$ cat config.mk
export PLATFORM = sky130hd
export DESIGN_NAME = alu_operand_sequencer
export DESIGN_NICKNAME = d
export VERILOG_FILES = /design/src/rtl/alu_operand_sequencer.sv
export SDC_FILE = /design/constraint.sdc
export NUM_CORES = 1
export LEC_CHECK = 0
export BUFFER_PORTS_ARGS = -buffer_cell sky130_fd_sc_hd__buf_2
export CAP_MARGIN = 20
export CORE_MARGIN = 3
export CORE_UTILIZATION = 63
export DETAILED_ROUTE_END_ITERATION = 8
export HOLD_SLACK_MARGIN = 0.15
export PLACE_DENSITY = 0.82
export SKIP_LAST_GASP = 1
export SYNTH_ARGS = -nofsm -noshare
export SYNTH_HDL_FRONTEND = slang
export SYNTH_SLANG_ARGS = --single-unit
$ cat constraint.sdc
create_clock -name clk -period 5.6 [get_ports clk]
set_clock_uncertainty 0.05 [all_clocks]
set_input_delay 1.12 -clock clk [delete_from_list [all_inputs] [get_ports clk]]
set_output_delay 1.12 -clock clk [all_outputs]
set_load 0.05 [all_outputs]
$ cat src/rtl/alu_operand_sequencer.sv
// Operand/opcode entry front-end for the 4-bit ALU: synchronizes and debounces two buttons,
// then walks A -> B -> opcode -> show, holding every ALU input in a flop.
module alu_operand_sequencer #(
    parameter int DEBOUNCE_CYCLES = 250000,
    parameter int CNT_W           = 18
) (
    input  logic       clk,
    input  logic       rst,
    input  logic [3:0] sw,
    input  logic       btn_next,
    input  logic       btn_clear,
    output logic [3:0] in_1,
    output logic [3:0] in_2,
    output logic [2:0] sel,
    output logic       En,
    output logic [1:0] phase
);

    localparam logic [1:0] S_A    = 2'd0;
    localparam logic [1:0] S_B    = 2'd1;
    localparam logic [1:0] S_OP   = 2'd2;
    localparam logic [1:0] S_SHOW = 2'd3;

    localparam logic [CNT_W-1:0] CNT_LAST = CNT_W'(DEBOUNCE_CYCLES - 1);
    localparam int               NEXT_IDX = 0;
    localparam int               CLR_IDX  = 1;

    logic [1:0]            btn_raw;
    logic [1:0]            s1_q, s2_q;
    logic [1:0]            deb_q, deb_d;
    logic [1:0]            deb_dly_q;
    logic [1:0][CNT_W-1:0] cnt_q, cnt_d;

    logic       next_pls, clr_pls;
    logic [1:0] state_q, state_d;
    logic [3:0] in_1_q, in_1_d;
    logic [3:0] in_2_q, in_2_d;
    logic [2:0] sel_q, sel_d;
    logic       en_q, en_d;

    assign btn_raw = {btn_clear, btn_next};

    // A level is accepted only after it has differed from the stable level for a full window.
    always_comb begin
        deb_d = deb_q;
        cnt_d = cnt_q;
        for (int i = 0; i < 2; i++) begin
            if (s2_q[i] == deb_q[i]) begin
                cnt_d[i] = '0;
            end else if (cnt_q[i] == CNT_LAST) begin
                deb_d[i] = s2_q[i];
                cnt_d[i] = '0;
            end else begin
                cnt_d[i] = cnt_q[i] + CNT_W'(1);
            end
        end
    end

    always_ff @(posedge clk or posedge rst) begin
        if (rst) begin
            s1_q      <= '0;
            s2_q      <= '0;
            deb_q     <= '0;
            deb_dly_q <= '0;
            cnt_q     <= '0;
        end else begin
            s1_q      <= btn_raw;
            s2_q      <= s1_q;
            deb_q     <= deb_d;
            deb_dly_q <= deb_q;
            cnt_q     <= cnt_d;
        end
    end

    assign next_pls = deb_q[NEXT_IDX] & ~deb_dly_q[NEXT_IDX];
    assign clr_pls  = deb_q[CLR_IDX]  & ~deb_dly_q[CLR_IDX];

    // Clear has priority; a coincident next pulse is dropped.
    always_comb begin
        state_d = state_q;
        in_1_d  = in_1_q;
        in_2_d  = in_2_q;
        sel_d   = sel_q;
        if (clr_pls) begin
            state_d = S_A;
            in_1_d  = '0;
            in_2_d  = '0;
            sel_d   = '0;
        end else if (next_pls) begin
            case (state_q)
                S_A: begin
                    in_1_d  = sw;
                    state_d = S_B;
                end
                S_B: begin
                    in_2_d  = sw;
                    state_d = S_OP;
                end
                S_OP: begin
                    sel_d   = sw[2:0];
                    state_d = S_SHOW;
                end
                default: state_d = S_A;
            endcase
        end
        en_d = (state_d == S_SHOW);
    end

    always_ff @(posedge clk or posedge rst) begin
        if (rst) begin
            state_q <= S_A;
            in_1_q  <= '0;
            in_2_q  <= '0;
            sel_q   <= '0;
            en_q    <= 1'b0;
        end else begin
            state_q <= state_d;
            in_1_q  <= in_1_d;
            in_2_q  <= in_2_d;
            sel_q   <= sel_d;
            en_q    <= en_d;
        end
    end

    assign in_1  = in_1_q;
    assign in_2  = in_2_q;
    assign sel   = sel_q;
    assign En    = en_q;
    assign phase = state_q;

endmodule
==> Yosys cells after proc, flatten, opt, wreduce, memory -nomap -nowiden <==
Cells that the tools add are included.
{ "word_totals": {"ff_bits": 58, "in_bits": 8, "out_inout_bits": 14, "elab_cells": 53} }
{ "op_classes": {"add_sub_neg": 2, "n_eq_ne": 7, "muxes": 16, "bitwise_logic": 6, "n_reduce_logical": 10} }
{ "ops": {"columns": ["cell", "count"], "rows": [
  ["$mux 18", 4],
  ["$add 18x1->18 const B", 2],
  ["$eq 18x18->1 const B", 2],
  ["$mux 4", 6],
  ["$reduce_and 2->1", 5],
  ["$mux 3", 3],
  ["$reduce_bool 2->1", 4],
  ["$pmux 2 s3", 1],
  ["$eq 2x2->1 const B", 2],
  ["$mux 2", 2],
  ["$not 1->1", 4],
  ["$and 1x1->1", 2],
  ["$eq 1x1->1", 2],
  ["$eq 2x1->1 const B", 1],
  ["$logic_not 2->1", 1]
]} }

==> Logic depth before layout (Yosys ltp) <==
{ "logic_depth": {"depth_word": 5, "mapped_depth": 6, "ltp_nobuf": 6} }

==> Least setup slack after synthesis <==
OpenSTA, ideal clock, no wires.
{ "synth_path": {"path_kind": "register -> output", "start": "reg state_q[0] (netlist: phase[0])", "end": "out phase[0]", "t_arrival_ns": 0.629, "t_required_ns": 4.430, "slack_ns": 3.801, "path_stages_with_launch": 1, "path_buffers": 0, "path_cell_list": "dfrtp_1"} }
{ "synth_rtl": {"columns": ["item", "line", "text"], "rows": [
  ["start, declared", "35", "logic [1:0] state_q, state_d;"],
  ["start signal, assigned", "117", "state_q <= state_d;"],
  ["end, declared", "16", "output logic [1:0] phase"]
]} }
No word-level cell between the ends.

==> Worst setup path in the final report <==
{ "layout_path": {"start": "reg state_q[0] (netlist: phase[0])", "end": "out phase[0]"} }
No word-level cell between the ends.

==> impl_metrics.env <==
export IMPL_fp_coreArea_sq_um=3850
export IMPL_post_route_cells_drive_above_1_share_pct=15.3
export IMPL_crit_family="flip-flops"
export IMPL_critical_path_startpoint_type="flip-flop"
export IMPL_cp_slowest_cell="dfrtp_1"
export IMPL_layout_cells_most_common_list="dfrtp_1, nor2_1, nand3_1, xnor2_1, nand2_1"
export IMPL_wl_microns=5250
export IMPL_vias=2048
export IMPL_worstMarginPinSlew_ns=0.883
export IMPL_cts_root_buffer_cell="clkbuf_8"
export IMPL_static_leakage_power_nw=1.30
export IMPL_final_min_period_over_clock_period_pct=38.8
export IMPL_detailedRoute_firstPassIterationCount=4
export IMPL_initial_antenna_violation_count=0
export IMPL_fillers=273
export IMPL_max_cap_viol_count=0
export IMPL_portBuffers=21
export IMPL_detail_routed_via_count_per_cell=5.87
export IMPL_dp_final_hpwl_microns=3450
export IMPL_hold_ws_ns=0.297
export IMPL_drc=0
export IMPL_flow_area_growth_from_synthesis_pct=13.7
export IMPL_maxSlewViolCount=0
export IMPL_initial_utilization_pct=68.8
export IMPL_slowest_stage_delay_on_critical_path_ns=0.39
export IMPL_post_cts_buffers=0
export IMPL_synth_cells=265
export IMPL_number_of_diodes=0
export IMPL_critPathKind="reg -> out"
export IMPL_cts_sinks=58
export IMPL_grt_pass1_vias=1959
export IMPL_routed_wire_length_per_instance_microns=15.0
export IMPL_grt_total_usage_pct=23.6
export IMPL_slew_limit_headroom_pct=41.0
export IMPL_path_cells="buf_2"
export IMPL_seq_area_frac_synth_pct=54.7
export IMPL_die_height_microns=70.9
export IMPL_maximum_number_of_pins_on_one_net_before_global_route_repair=59
export IMPL_setup_viol_count_final=0
export IMPL_drt_antenna_violating_nets=0
export IMPL_num_rows=22
export IMPL_die_width_microns=70.9
export IMPL_mostFrequentLayoutCell="dfrtp_1"
export IMPL_rsz0062_at_grt="no"
export IMPL_cts_reportedPaths_clkPinSlew_ns=0.06
export IMPL_die_area_sq_um=5020
export IMPL_irDropWorstVdd_v=0.000196
export IMPL_design_portCount=22
export IMPL_dr_first_iter_drc_count=178
export IMPL_finalHoldViolCount=0
export IMPL_count_of_warnings_emitted_by_yosys=0
export IMPL_synth_area_sq_um=2650
export IMPL_synthDistinctLibCells=29
export IMPL_critical_path_max_fanout=4
export IMPL_final_period_minus_worst_setup_slack_ns=2.17
export IMPL_gp_routability_congestion=0.873
export IMPL_tritoncts_clock_tree="done"
export IMPL_worstSetupEndpointType="primary output"
export IMPL_syn_avg_cell_area_sq_um=10.0
export IMPL_insertion_delay_ns=0.33
export IMPL_tritoncts_num_buffers=9
export IMPL_run_status="finished, final reports clean"
export IMPL_cts_repair_resized=0
export IMPL_crit_required_ns=4.43
export IMPL_post_layout_net_count=309
export IMPL_max_clock_path_buffers=2
export IMPL_fmaxAchievable_ghz=0.461
export IMPL_worst_path_buf_inv=1
export IMPL_grt_pass1_wl_microns=9080
export IMPL_gr_total_overflow=0
export IMPL_yosys_register_bits=58
export IMPL_totalNegativeSetupSlack_ns=0
export IMPL_worst_endpoint_arrival_ns=1.00
export IMPL_synth_fp_nets=278
export IMPL_worst_hold_path_type="reg -> reg"
export IMPL_cts_hold_buffers_added=0
export IMPL_power_density_cell_area_nw_per_um2=270
export IMPL_htreeDepth=3
-- synthesized netlist by cell type, drive strengths merged --
master  count  area (sq um)
dfrtp      58          1450
nor2       42           158
nand3      24           120
xnor2      24           210
nand2      22          82.6
a21oi      16          80.1
nand4      10          77.6
nor4       10          62.6
inv         9          33.8
nor3        6          30.0
xor2        6          52.6
and3        5          31.3
ha          5          62.6
o21ai       4          20.0
clkbuf      3          11.3
o31ai       3          22.5
or3         3          28.8
or4         3          22.5
buf         2          10.0
mux2        2          22.5
nor2b       2          12.5
nor3b       2          15.0
and4        1          8.76
nand3b      1          7.51
nor4b       1          8.76
nor4bb      1          10.0
-- state kept, by name, summed over array words and instances (netlist names) --
| register | count |
|---|---|
| En | 1 |
| cnt_q | 36 |
| deb_dly_q | 2 |
| deb_q | 2 |
| in_1 | 4 |
| in_2 | 4 |
| phase | 2 |
| s1_q | 2 |
| s2_q | 2 |
| sel | 3 |
-- path summary, 6_finish.rpt --
| path | start | end | slack, ns | cells past startpoint |
|---|---|---|---|---|
| hold reg to reg | s1_q[1] | s2_q[1] | 0.30 | 0 |
| setup reg to reg | cnt_q[18] | cnt_q[30] | 3.73 | 5 |
| max in group asynchronous | rst | in_2[3] | 4.12 | 3 |
| hold / removal | s1_q[1] | s2_q[1] | 0.30 | 0 |
| setup / recovery | phase[0] | phase[0] | 3.43 | 1 |
| min in group asynchronous | rst | cnt_q[9] | 0.91 | 3 |
-- area by class of cell --
class                           instances  area, sq um  share of cell area, %
Timing Repair Buffer                   25          139                   4.61
Tap cell                               48         60.1                   1.99
Multi-Input combinational cell        193         1150                   38.0
Inverter                                9         33.8                   1.12
Clock inverter                          6         57.6                   1.91
Sequential cell                        58         1450                   48.1
Clock buffer                           10          128                   4.23
-- logic make-up after synthesis --
family | Yosys count | synth area share, %
compound gates | 23 | 4.62
mux | 2 | 0.849
xor+xnor | 30 | 9.91
fa+ha+maj | 5 | 2.36
flops | 58 | 54.7
simple gates | 133 | 25.5
buf+inv | 14 | 2.08
-- per-layer routing --
layer,GRT usage (%),share of wire [%],vias up
met5,0,0,-
met4,7.72,1.2,0
met3,9.09,5.8,6
met2,35.7,49,68
met1,31.6,44,998
li1,-,-,976
-- power by group --
part           switching, W  internal (W)
clock network      0.000160      0.000202
logic             0.0000172    0.00000723
registers        0.00000450      0.000424
-- per-stage QoR --
| stage | utilization (%) | instance area [sq um] | setup WS, ns | total power [W] | instances |
|---|---|---|---|---|---|
| after floorplan | - | 2650 | 3.00 | 0.000451 | 265 |
| after global placement | 73.0 | 2810 | 3.40 | 0.000460 | 331 |
| after detailed placement | 73.2 | 2820 | 3.63 | 0.000461 | 332 |
| after CTS | 78.1 | 3010 | 3.42 | 0.000823 | 348 |
| after global routing | 78.2 | 3020 | 3.40 | 0.000851 | 349 |
| final | 78.2 | 3020 | 3.43 | 0.000815 | 349 |
-- worst register-to-register path, cell delays in order, from the launching register on --
cell     delay (ns)
dfrtp_1        0.40
ha_1           0.22
nand4_1        0.31
o21ai_1        0.49
buf_6          0.22
nor2_1         0.07
No activity file was read; power rests on OpenSTA's default activity.
